--- src/rtl/pipe_ctrl.sv ---
// Pipeline stall/flush sequencer: arbitrates memory wait, pending redirect,
// decode hazard, decode branch and fetch wait into per-stage hold/bubble
// controls and a PC redirect. Also runs a memory-wait watchdog and
// saturating performance counters.
//
//   state    | meaning
//   ---------+-------------------------------------------------------------
//   RUN      | no data-memory wait in progress, wait counter held at zero
//   MEM_WAIT | data memory busy since last cycle, wait counter advancing
//
// Bit mapping of stall/flush: [0]=PC [1]=IF/ID [2]=ID/EX [3]=EX/MEM [4]=MEM/WB
module pipe_ctrl #(
   parameter int MEM_TIMEOUT = 64,
   parameter int CNT_W       = 16
) (
   input  logic             clk,
   input  logic             rst_n,
   input  logic             id_stall_req,
   input  logic             id_branch_taken,
   input  logic [31:0]      id_branch_target,
   input  logic             if_busy,
   input  logic             mem_busy,
   output logic [4:0]       stall,
   output logic [4:0]       flush,
   output logic             pc_redirect,
   output logic [31:0]      redirect_target,
   output logic             mem_timeout,
   output logic [CNT_W-1:0] stall_cycles,
   output logic [CNT_W-1:0] redirect_count
);

   localparam int WC_W = $clog2(MEM_TIMEOUT + 1);
   localparam logic [WC_W-1:0] TO_VAL = WC_W'(MEM_TIMEOUT);

   typedef enum logic {
      RUN      = 1'b0,
      MEM_WAIT = 1'b1
   } state_t;

   state_t            r_state;
   state_t            w_state_nxt;
   logic              r_pend_valid;
   logic [31:0]       r_pend_target;
   logic [WC_W-1:0]   r_wait_cnt;
   logic [WC_W-1:0]   w_wait_nxt;
   logic              r_mem_timeout;
   logic [CNT_W-1:0]  r_stall_cycles;
   logic [CNT_W-1:0]  r_redirect_count;

   // Zero-latency priority arbitration; reset forces bubbles everywhere.
   always_comb begin
      stall           = 5'b00000;
      flush           = 5'b00000;
      pc_redirect     = 1'b0;
      redirect_target = 32'h0;
      if (!rst_n) begin
         flush = 5'b11111;
      end else if (mem_busy) begin
         stall = 5'b01111;
         flush = 5'b10000;
      end else if (r_pend_valid) begin
         // Deferred redirect wins over a hazard stall; stall re-evaluates next cycle.
         pc_redirect     = 1'b1;
         redirect_target = r_pend_target;
         flush           = 5'b00010;
      end else if (id_stall_req) begin
         stall = 5'b00011;
         flush = 5'b00100;
      end else if (id_branch_taken) begin
         pc_redirect     = 1'b1;
         redirect_target = id_branch_target;
         flush           = 5'b00010;
      end else if (if_busy) begin
         stall = 5'b00001;
         flush = 5'b00010;
      end
   end

   // Next state and next wait count; state only affects the watchdog.
   always_comb begin
      w_state_nxt = r_state;
      w_wait_nxt  = r_wait_cnt;
      case (r_state)
         RUN: begin
            w_wait_nxt = '0;
            if (mem_busy) w_state_nxt = MEM_WAIT;
         end
         MEM_WAIT: begin
            if (mem_busy && (r_wait_cnt != TO_VAL)) w_wait_nxt = r_wait_cnt + 1'b1;
            if (!mem_busy) w_state_nxt = RUN;
         end
         default: begin
            w_state_nxt = RUN;
            w_wait_nxt  = '0;
         end
      endcase
   end

   // State register, watchdog counter and sticky timeout flag.
   always_ff @(posedge clk or negedge rst_n) begin
      if (!rst_n) begin
         r_state       <= RUN;
         r_wait_cnt    <= '0;
         r_mem_timeout <= 1'b0;
      end else begin
         r_state    <= w_state_nxt;
         r_wait_cnt <= w_wait_nxt;
         if (w_wait_nxt == TO_VAL) r_mem_timeout <= 1'b1;
      end
   end

   // Hold a branch resolved during a memory wait until the wait ends.
   always_ff @(posedge clk or negedge rst_n) begin
      if (!rst_n) begin
         r_pend_valid  <= 1'b0;
         r_pend_target <= 32'h0;
      end else if (mem_busy) begin
         if (id_branch_taken && !r_pend_valid) begin
            r_pend_valid  <= 1'b1;
            r_pend_target <= id_branch_target;
         end
      end else if (r_pend_valid) begin
         r_pend_valid <= 1'b0;
      end
   end

   // Saturating performance counters.
   always_ff @(posedge clk or negedge rst_n) begin
      if (!rst_n) begin
         r_stall_cycles   <= '0;
         r_redirect_count <= '0;
      end else begin
         if (stall[0] && (r_stall_cycles != '1)) r_stall_cycles <= r_stall_cycles + 1'b1;
         if (pc_redirect && (r_redirect_count != '1)) r_redirect_count <= r_redirect_count + 1'b1;
      end
   end

   assign mem_timeout    = r_mem_timeout;
   assign stall_cycles   = r_stall_cycles;
   assign redirect_count = r_redirect_count;

endmodule

--- config.mk ---
export PLATFORM = sky130hd
export DESIGN_NAME = pipe_ctrl
export DESIGN_NICKNAME = d
export VERILOG_FILES = /design/src/rtl/pipe_ctrl.sv
export SDC_FILE = /design/constraint.sdc
export NUM_CORES = 1
export LEC_CHECK = 0
export ABC_AREA = 1
export CORE_MARGIN = 10
export CORE_UTILIZATION = 53
export DETAILED_ROUTE_END_ITERATION = 8
export PLACE_DENSITY = 0.9
export SLEW_MARGIN = 20
export SYNTH_ARGS = -nofsm -noshare
export SYNTH_HDL_FRONTEND = slang
export SYNTH_SLANG_ARGS = --single-unit
export TNS_END_PERCENT = 10
--- constraint.sdc ---
create_clock -name clk -period 2.98 [get_ports clk]
set_input_delay 0.298 -clock clk [delete_from_list [all_inputs] [get_ports clk]]
set_output_delay 0.298 -clock clk [all_outputs]
set_load 0.05 [all_outputs]
==> flow_metrics.env <==
export IMPL_boundaryPins=114
export IMPL_p_leak_nw=2.793
export IMPL_fin_ws_ns=0.2395
export IMPL_max_freq_mhz=364.9
export IMPL_clkLatencyLatePin_ns=0.35
export IMPL_nets=677
export IMPL_critical_path_class="in -> out"
export IMPL_seq_area_frac_synth=0.4359
export IMPL_routed_via_density=5.439
export IMPL_drt_iter0_markers=302
export IMPL_rsz0062_at_grt="no"
export IMPL_endpoint_kind="primary output"
export IMPL_cts_sinks=74
export IMPL_grt_max_degree=71
export IMPL_fillers=536
export IMPL_num_vias=4036
export IMPL_cts_resized=0
export IMPL_ant_nets=0
export IMPL_post_dp_hpwl_um=9056
export IMPL_synth_area_top_cells="dfrtp_1 (44%), nand2_1 (9.3%), inv_1 (6.6%)"
export IMPL_synth_area_sq_um=4248
export IMPL_cts_buffer_depth=2
export IMPL_worstPathRequired_ns=2.68
export IMPL_grt_remaining_overflow=0
export IMPL_yosys_warnings=0
export IMPL_synthCells=529
export IMPL_hold_viol=0
export IMPL_clk_pin_slew_ns=0.08
export IMPL_crit_path_max_incr_delay_ns=0.58
export IMPL_cts_buffers=9
export IMPL_drt_total_wl_um=12330
export IMPL_tightest_slew_ns=0.8709
export IMPL_gp_congestion=0.9268
export IMPL_root_buffer="clkbuf_8"
export IMPL_slew_headroom=0.4194
export IMPL_drv_cap=0
export IMPL_crit_path_frequent_cell="inv_2"
export IMPL_pre_cts_ws_ns=0.3729
export IMPL_finClkSkew_ns=0.01139
export IMPL_grt_pass1_vias=4029
export IMPL_antenna_found_initial=0
export IMPL_avgSynthCellArea_sq_um=8.030
export IMPL_timing_final_crit_share=0.9196
export IMPL_worstPathCellList="dlygate4sd3_1, buf_4, inv_2, nor2_2, inv_2, nor2_4, inv_2, a211oi_1, buf_12"
export IMPL_synth_ff_latch_count=74
export IMPL_finalSetupViolCount=0
export IMPL_synth_area_leader_cell="dfrtp_1"
export IMPL_std_cell_rows=32
export IMPL_synth_fp_nets=571
export IMPL_initial_core_util=0.5469
export IMPL_coreArea_sq_um=7767
export IMPL_track_usage=0.2044
export IMPL_start_kind="primary input"
export IMPL_drt_pre_antenna_iters=5
export IMPL_syn_to_final_growth_pct=39.41
export IMPL_crit_arrival_ns=2.44
export IMPL_outcome="complete, no violations"
export IMPL_period_minus_slack_ns=2.741
export IMPL_irDropWorstVdd_v=0.0003095
export IMPL_crit_fanout=30
export IMPL_die_w_um=109.5
export IMPL_diodes=0
export IMPL_hold_path_class="in -> async"
export IMPL_synth_cell_types=35
export IMPL_drc=0
export IMPL_hold_ws_ns=0.3877
export IMPL_yosys_area_top_type_share=0.4359
export IMPL_cts_htree_levels=3
export IMPL_cts_tree="built"
export IMPL_io_buffers=112
export IMPL_worst_path_max_delay_cell="dlygate4sd3_1"
export IMPL_drive_above_1_share=0.1609
export IMPL_wl_per_cell_um=16.61
export IMPL_p_per_area_nw_per_um2=586.2
export IMPL_slew_viol_final=0
export IMPL_die_area_sq_um=12000
export IMPL_grt_pass1_wl_um=19670
export IMPL_die_y_um=109.5
-- sequential cells by signal, summed over array words and instances (netlist names) --
register,count
r_pend_target,32
redirect_count,16
stall_cycles,16
r_wait_cnt,7
mem_timeout,1
r_pend_valid,1
r_state,1
-- cell usage after synthesis (all sizes together) --
library cell / n
a2111oi: 2
a211oi: 29
a21oi: 3
a31oi: 2
buf: 20
clkbuf: 4
conb: 1
dfrtp: 74
ha: 4
inv: 83
nand2: 111
nand3: 27
nand3b: 2
nand4: 5
nor2: 65
nor3: 15
nor4: 1
o21ai: 53
or2: 2
xnor2: 9
xor2: 17
-- repair_timing --
item | 4_1_cts | 5_1_grt
endpoints found under the setup margin | 0 | 0
hold endpoints to repair | 4 | 0
hold buffers | 1 | 0
setup buffers | 0 | 0
-- power breakdown --
group / internal [mW] / switching, mW
logic: 0.417 / 0.776
registers: 1.17 / 0.170
clock network: 0.556 / 0.384
-- worst paths after layout --
check                                  start                   to  slack (ns)  depth (start not counted)
setup reg to reg           redirect_count[0]    redirect_count[2]        1.04                          8
setup / recovery                       rst_n  redirect_target[17]        0.24                          9
max in group asynchronous              rst_n    r_pend_target[21]        1.52                          3
hold / removal                         rst_n          mem_timeout        0.39                          2
hold reg to reg                  mem_timeout          mem_timeout        0.48                          2
min in group clk                 mem_timeout          mem_timeout        0.48                          2
-- routing by layer --
| layer | GRT usage | vias to the layer above | wire length (um) |
|---|---|---|---|
| met2 | 0.3735 | 165 | 6528 |
| met1 | 0.2305 | 1949 | 4714 |
| met3 | 0.03862 | 33 | 814 |
| met5 | 0 | - | 0 |
| met4 | 0.07621 | 0 | 268 |
| li1 | - | 1889 | - |
-- final cells by class --
class / count / area (sq um) / share of cell area
Timing Repair Buffer: 119 / 1476 / 0.2493
Inverter: 83 / 314.1 / 0.05303
Tap cell: 102 / 127.6 / 0.02155
Sequential cell: 74 / 1852 / 0.3127
Clock buffer: 9 / 123.9 / 0.02092
Clock inverter: 7 / 117.6 / 0.01986
Multi-Input combinational cell: 348 / 1911 / 0.3226
-- layout by cell type, fill, tap and decap left out, types with 6 or more instances in the layout --
| master | count |
|---|---|
| a211oi_1 | 19 |
| a211oi_2 | 10 |
| buf_12 | 31 |
| buf_4 | 10 |
| clkbuf_8 | 9 |
| clkdlybuf4s50_1 | 77 |
| dfrtp_1 | 74 |
| inv_1 | 74 |
| inv_2 | 8 |
| nand2_1 | 105 |
| nand2_2 | 6 |
| nand3_1 | 23 |
| nor2_1 | 62 |
| nor3_1 | 10 |
| o21ai_0 | 49 |
| xnor2_1 | 9 |
| xor2_1 | 17 |
-- critical path: cells and delay by family --
family / cells / cell delay [ns]
buffers and inverters: 6 / 1.41
AOI/OAI and AO/OA: 1 / 0.47
and+or+nand+nor: 2 / 0.25
-- cells by family (layout without fill, tap and decap cells) --
kind of cell / count (synthesis) / count (layout) / synth area share
AO/OA/AOI/OAI: 89 / 89 / 0.1414
adder cells (fa/ha/maj): 4 / 4 / 0.01178
other: 1 / 1 / 0.0008828
flip-flops: 74 / 74 / 0.4359
AND/OR/NAND/NOR: 228 / 228 / 0.2421
buffers and inverters: 107 / 218 / 0.1143
XOR/XNOR: 26 / 26 / 0.05361
-- metrics by stage --
stage	util	cells	setup TNS (ns)	area, sq um	total power [mW]
finish	0.7624	742	0	5922	3.471
global route	0.7624	742	0	5922	3.623
CTS	0.7624	742	0	5922	3.491
detailed placement	0.7300	725	0	5670	2.546
global placement	0.7300	725	0	5670	2.495
floorplan	-	529	-0.9543	4248	2.085
No activity file was read; power rests on OpenSTA's default activity.
